**src/rtl/mem_arbiter.sv**
```systemverilog
// mem_arbiter: two-port arbiter sharing one synchronous RAM between the
// processor sequencer (port 0) and a secondary master (port 1).
// Each request costs a CS strobe cycle, an extra capture cycle for reads,
// a done cycle, and an IDLE turnaround cycle.
// Backpressure: a requester holds req until it sees its done pulse; a losing
// requester simply stays pending until a later IDLE cycle grants it.
// Optional feature: define ARB_ROUND_ROBIN_EN for round-robin tie breaking;
// without it port 0 has fixed priority.
// Ports:
//   clock, n_reset                  clock, async active-low reset
//   i_req*/i_we*/i_addr*/i_wdata*   per-port request, latched in IDLE
//   o_gnt*/o_done*                  ownership level / completion pulse
//   o_rdata, o_busy                 registered read data, FSM not idle
//   o_mem_*, i_mem_rdata            RAM pins
module mem_arbiter #(
  parameter int WORD_W = 8,
  parameter int ADDR_W = 5
) (
  input  logic              clock,
  input  logic              n_reset,
  input  logic              i_req0,
  input  logic              i_req1,
  input  logic              i_we0,
  input  logic              i_we1,
  input  logic [ADDR_W-1:0] i_addr0,
  input  logic [ADDR_W-1:0] i_addr1,
  input  logic [WORD_W-1:0] i_wdata0,
  input  logic [WORD_W-1:0] i_wdata1,
  output logic              o_gnt0,
  output logic              o_gnt1,
  output logic              o_done0,
  output logic              o_done1,
  output logic [WORD_W-1:0] o_rdata,
  output logic              o_busy,
  output logic              o_mem_cs,
  output logic              o_mem_r_nw,
  output logic [ADDR_W-1:0] o_mem_addr,
  output logic [WORD_W-1:0] o_mem_wdata,
  input  logic [WORD_W-1:0] i_mem_rdata
);

  typedef enum logic [1:0] {
    IDLE   = 2'd0,
    ACCESS = 2'd1,
    READ   = 2'd2,
    DONE   = 2'd3
  } state_t;

  state_t              r_state;
  state_t              w_next_state;
  logic                r_owner;     // 0 = port 0, 1 = port 1
  logic                r_we;
  logic [ADDR_W-1:0]   r_addr;
  logic [WORD_W-1:0]   r_wdata;
  logic [WORD_W-1:0]   r_rdata;
  logic                w_any_req;
  logic                w_sel1;      // winner of the current IDLE cycle is port 1

  assign w_any_req = i_req0 | i_req1;

`ifdef ARB_ROUND_ROBIN_EN
  logic r_last_owner;

  // On a tie the port that was not served last wins; otherwise whoever asks.
  assign w_sel1 = (i_req0 & i_req1) ? ~r_last_owner : i_req1;

  always_ff @(posedge clock or negedge n_reset) begin
    if (!n_reset) begin
      r_last_owner <= 1'b1;
    end else if (r_state == DONE) begin
      r_last_owner <= r_owner;
    end
  end
`else
  // Port 0 always wins; port 1 is chosen only when port 0 is quiet.
  assign w_sel1 = ~i_req0;
`endif

  always_ff @(posedge clock or negedge n_reset) begin
    if (!n_reset) begin
      r_state <= IDLE;
    end else begin
      r_state <= w_next_state;
    end
  end

  // Transaction latch: inputs are only looked at in IDLE, so a requester may
  // change or drop them afterwards without disturbing the access in flight.
  always_ff @(posedge clock or negedge n_reset) begin
    if (!n_reset) begin
      r_owner <= 1'b0;
      r_we    <= 1'b0;
      r_addr  <= '0;
      r_wdata <= '0;
      r_rdata <= '0;
    end else begin
      if (r_state == IDLE && w_any_req) begin
        r_owner <= w_sel1;
        r_we    <= w_sel1 ? i_we1    : i_we0;
        r_addr  <= w_sel1 ? i_addr1  : i_addr0;
        r_wdata <= w_sel1 ? i_wdata1 : i_wdata0;
      end
      // RAM output is valid the cycle after the CS read strobe.
      if (r_state == READ) begin
        r_rdata <= i_mem_rdata;
      end
    end
  end

  always_comb begin
    w_next_state = r_state;
    o_gnt0       = 1'b0;
    o_gnt1       = 1'b0;
    o_done0      = 1'b0;
    o_done1      = 1'b0;
    o_busy       = 1'b0;
    o_mem_cs     = 1'b0;
    o_mem_r_nw   = 1'b0;
    case (r_state)
      IDLE: begin
        if (w_any_req) begin
          w_next_state = ACCESS;
        end
      end
      ACCESS: begin
        o_busy       = 1'b1;
        o_gnt0       = ~r_owner;
        o_gnt1       = r_owner;
        o_mem_cs     = 1'b1;
        o_mem_r_nw   = ~r_we;
        w_next_state = r_we ? DONE : READ;
      end
      READ: begin
        o_busy       = 1'b1;
        o_gnt0       = ~r_owner;
        o_gnt1       = r_owner;
        w_next_state = DONE;
      end
      DONE: begin
        o_busy       = 1'b1;
        o_gnt0       = ~r_owner;
        o_gnt1       = r_owner;
        o_done0      = ~r_owner;
        o_done1      = r_owner;
        w_next_state = IDLE;
      end
      default: begin
        w_next_state = IDLE;
      end
    endcase
  end

  assign o_mem_addr  = r_addr;
  assign o_mem_wdata = r_wdata;
  assign o_rdata     = r_rdata;

endmodule

```
**config.mk**
```make
export PLATFORM = sky130hd
export DESIGN_NAME = mem_arbiter
export DESIGN_NICKNAME = d
export VERILOG_FILES = /design/src/rtl/mem_arbiter.sv
export SDC_FILE = /design/constraint.sdc
export NUM_CORES = 1
export LEC_CHECK = 0
export CAP_MARGIN = 20
export CORE_MARGIN = 2
export CORE_UTILIZATION = 25
export DETAILED_ROUTE_END_ITERATION = 10
export GPL_ROUTABILITY_DRIVEN = 1
export PLACE_DENSITY = 0.69
export SLEW_MARGIN = 20
export SYNTH_ARGS = -nofsm -noshare
export SYNTH_HDL_FRONTEND = slang
export SYNTH_SLANG_ARGS = --single-unit
```
**constraint.sdc**
```tcl
create_clock -name clock -period 1.8 [get_ports clock]
set_input_delay 0.45 -clock clock [delete_from_list [all_inputs] [get_ports clock]]
set_output_delay 0.45 -clock clock [all_outputs]
set_load 0.05 [all_outputs]
```
Yosys cells after proc, flatten, opt, wreduce, memory -nomap -nowiden

Cells that the tools add are included.

Register bits: 25
Input bits: 40
Word-level logic and storage cells: 30
Output and inout bits: 28

Mux-type cells: 13
Bitwise gates (word level): 4
Eq/ne operators: 4
Reduce and logical (&&, ||, !) cells: 3

Operators with widths:

| kind                                           | count |
|---|---|
| two-way mux 1 bit                              | 9 |
| two-way mux 8 bit                              | 1 |
| case mux 2 bit (4 select lines)                | 1 |
| two-way mux 5 bit                              | 1 |
| == test 2 bit (second input constant)          | 2 |
| inverter 1 bit                                 | 3 |
| OR reduction 3 bit                             | 1 |
| == test 2 x 1 -> 1 bit (second input constant) | 1 |
| logical NOT 2 bit                              | 1 |
| two-way mux 2 bit                              | 1 |
| != test 2 bit (second input constant)          | 1 |
| logical AND 1 bit                              | 1 |
| OR 1 bit                                       | 1 |

Logic depth before layout (Yosys ltp)

Depth in word-level cells: 3
Mapped depth: 6
Gate-level depth less buffers: 5

Worst setup path after synthesis

Ideal clock, no wire load.

Kind: register to output
Start point: register r_state[1]
End point: output o_mem_r_nw
Buffers on the path: 0
Data required time: 1.350 ns
Cell stages (with the launch flop): 4
Arrival: 1.791 ns
Slack: -0.441 ns
Cells stage by stage: dfrtp_1 -> inv_1 -> ha_1 -> nor2b_1

Longest elaborated chain between the ends: 2

Ends and longest elaborated chain:

| element                | RTL line | RTL |
|---|---|---|
| start, declared        | 49       | `state_t r_state;` |
| start signal, assigned | 83       | `r_state <= w_next_state;` |
| == test 2 x 1 -> 1 bit | 119      | `case (r_state)` |
| two-way mux 1 bit      | 119      |  |
| end, declared          | 36       | `output logic o_mem_r_nw,` |

No other way between the ends.

Worst setup path after layout

Ends and elaborated chain as after synthesis.

==> flow_metrics.py <==
metrics = {
    "outcome": {
        "outcome": "finished, final reports clean",
    },
    "setup_path": {
        "endpoint_kind": "primary output",
        "cp_cell_sequence": "inv_2 > ha_4 > nor2b_4 > buf_12",
        "crit_fanout": 4,
        "critical_path_buf_inv_count": 2,
        "crit_arrival_ns": 1.31,
        "worstPathRequired_ns": 1.35,
        "critPathKind": "flop to primary output",
        "max_stage_delay_ns": 0.43,
        "ff2ff_setup_slack_ns": 0.33,
        "crit_path_start_kind": "flop",
        "critPathTopFamily": "flip-flops",
        "cp_slowest_cell": "dfrtp_1",
    },
    "clock_tree": {
        "cts_root_buf": "clkbuf_8",
        "h-tree-depth": 1,
        "clk_pin_slew_worst_paths_ns": 0.09,
        "clk_latency_ns": 0.27,
        "tritoncts": "built",
        "cts_buffer_depth": 2,
        "clock-sinks": 25,
        "holdBufCountCts": 0,
        "cts-buffers-inserted": 3,
    },
    "logic_synthesis": {
        "yosys.area.top_type": "dfrtp_1",
        "synthTopCellsByArea": "dfrtp_1, mux2i_1, mux2_2",
        "yosys_warnings": 0,
        "syn_inst": 103,
        "synth_edf_count": 0,
        "synth_top_area_share_pct": 52.91,
        "synth.avg_cell_area_sq_um": 11.48,
        "synthAdderAreaFrac_pct": 5.291,
        "async_reset_ff_share_pct": 100.0,
        "yosys.area_share.xor_xnor_pct": 0,
        "ys_seq_elements": 25,
        "synth_cell_types": 17,
        "postSynthNetCount": 148,
        "synth_top_family_by_area": "multiplexers",
        "ys.flop_type": "dfrtp_1",
        "synth-compound-area-share_pct": 9.630,
        "synth_simple_gate_area_share_pct": 8.466,
        "syn-cell-area_sq_um": 1182,
        "synthMuxAreaShare_pct": 19.47,
        "ys_seq_area_share_pct": 52.91,
    },
    "sta": {
        "fin_tns_setup_ns": 0,
        "period_share_pct": 97.63,
        "period_minus_slack_ns": 1.757,
        "rsz0062_at_grt": "yes",
        "slew_headroom_pct": 76.03,
        "slew_violations": 0,
        "holdWs_ns": 0.4911,
        "skew_ns": 0.005568,
        "setup_viol_count_final": 0,
        "hold_viol_final": 0,
        "worstMarginPinSlew_ns": 0.3595,
        "fmax_mhz": 569.0,
    },
    "placement": {
        "portBuffers": 67,
        "post-dp-hpwl_um": 2082,
        "gp_congestion": 0.7069,
        "post_dp_cell_area_sq_um": 1961,
    },
    "floorplanning": {
        "dieArea_sq_um": 5295,
        "die_width_um": 72.77,
        "ios": 68,
        "core-area_sq_um": 4629,
        "start_util_pct": 25.54,
        "die_h_um": 72.77,
        "rows": 25,
    },
    "pwr": {
        "total_power_uw": 4181,
        "irDropWorstVdd_mv": 0.8424,
        "powerDensity_nw_per_um2": 2034,
        "p_leak_uw": 0.0009379,
    },
    "hold_path": {
        "hold_class": "flop to flop",
    },
    "detailed_routing": {
        "num_vias": 987,
        "via_per_inst": 4.329,
        "wire_per_inst_um": 11.83,
        "drc": 0,
        "ant_nets": 0,
        "firstDrtPassIters": 4,
        "drtIter0Drc": 32,
        "wl_um": 2698,
    },
    "global_route": {
        "grt_usage_pct": 10.32,
        "grt_pass1_vias": 919,
        "grt-ovfl-total": 0,
        "grt_max_degree": 31,
        "grt_pass1_wl_um": 4243,
        "antenna_found_initial": 0,
    },
    "final_layout": {
        "syn_to_final_growth_pct": 73.86,
        "fillerInstances": 449,
        "layout-drive-gt1-share_pct": 32.76,
        "nNetsFinal": 220,
        "post-route-util_pct": 44.41,
        "postLayoutCellArea_sq_um": 2056,
        "multiInputGateArea_sq_um": 560.5,
        "diodes": 0,
        "seqCellArea_sq_um": 625.6,
    },
    "job": {
        "drv.max_cap_violation_count": 0,
    },
}
-- per-stage QoR --
stage,cells,setup WS [ns]
2_1_floorplan,103,0.08899
3_3_place_gp,222,0.1339
3_5_place_dp,222,0.09836
4_1_cts,227,-0.01752
5_1_grt,228,-0.01728
6_report,228,0.04268
-- worst reg2reg max path, delay by kind of cell (launching register included) --
kind	cells	cell delay [ns]
and+or+nand+nor	1	0.42
buffers and inverters	1	0.14
DFF	1	0.43
adders and majority gates	1	0.20
AOI/OAI and AO/OA	2	0.16
-- routing by layer --
layer,part of all wire (%),vias to the layer above,wire length (um),track usage (%)
met4,2.3,0,61,5.144
met2,49,34,1312,16.97
met3,5.5,4,149,1.796
met1,44,454,1175,13.02
li1,-,495,-,-
met5,0,-,0,0
-- logic make-up after synthesis --
kind of cell	count (synthesis)
AO/OA/AOI/OAI	20
multiplexers	22
adder cells (fa/ha/maj)	5
flip-flops	25
AND/OR/NAND/NOR	22
buffers and inverters	9
-- synthesized netlist by cell type, types with 3 or more instances --
master / count
buf_2: 4
nor2b_1: 3
mux2_2: 8
inv_1: 3
mux2i_1: 14
ha_1: 5
nand2_1: 16
o21ai_1: 17
dfrtp_1: 25
-- repair_timing --
action,in CTS,in global routing
endpoints found under the setup margin,4,5
pin swaps,0,0
buffers inserted,1,1
resized for setup,3,5
-- placed cells by master, fill, tap and decap left out --
cell and count:
or3b_4 1, buf_12 8, mux2i_1 14, clkbuf_1 1, o21ai_1 16, nand2_1 16, o21ai_2 2, inv_2 2
ha_4 2, inv_1 1, a22oi_2 1, ha_1 3, nor2b_2 1, nor2_4 1, clkdlybuf4s50_1 39, a211oi_1 1
clkbuf_8 3, mux2_2 8, buf_4 26, nor2b_4 2, dfrtp_1 25, and2_1 1
-- registers in the layout, summed over array words and instances (netlist names) --
register     count
o_mem_addr       5
o_rdata          8
o_mem_wdata      8
r_we             1
r_state          2
r_owner          1
-- layout make-up --
type	instances	share of cell area [%]
Clock buffer	4	2.191
Timing Repair Buffer	73	36.28
Tap cell	54	3.287
Multi-Input combinational cell	69	27.27
Sequential cell	25	30.43
Inverter	3	0.5478
-- final timing paths --
kind / startpoint / to / cells past startpoint
max in group asynchronous: n_reset / o_mem_addr[4] / 2
min in group asynchronous: n_reset / r_owner / 2
max: r_state[1] / o_mem_r_nw / 4
min reg2reg: o_mem_addr[0] / o_mem_addr[0] / 2
min: o_mem_addr[0] / o_mem_addr[0] / 2
max reg2reg: r_state[1] / r_state[0] / 5
-- where the power goes --
group / leakage [uW] / switching, uW / internal (uW) / total (uW)
Clock: 0.0000228 / 182 / 158 / 340
Sequential: 0.000302 / 176 / 845 / 1020
Combinational: 0.000613 / 1700 / 1120 / 2820
Power figures use the tool's default switching activity.
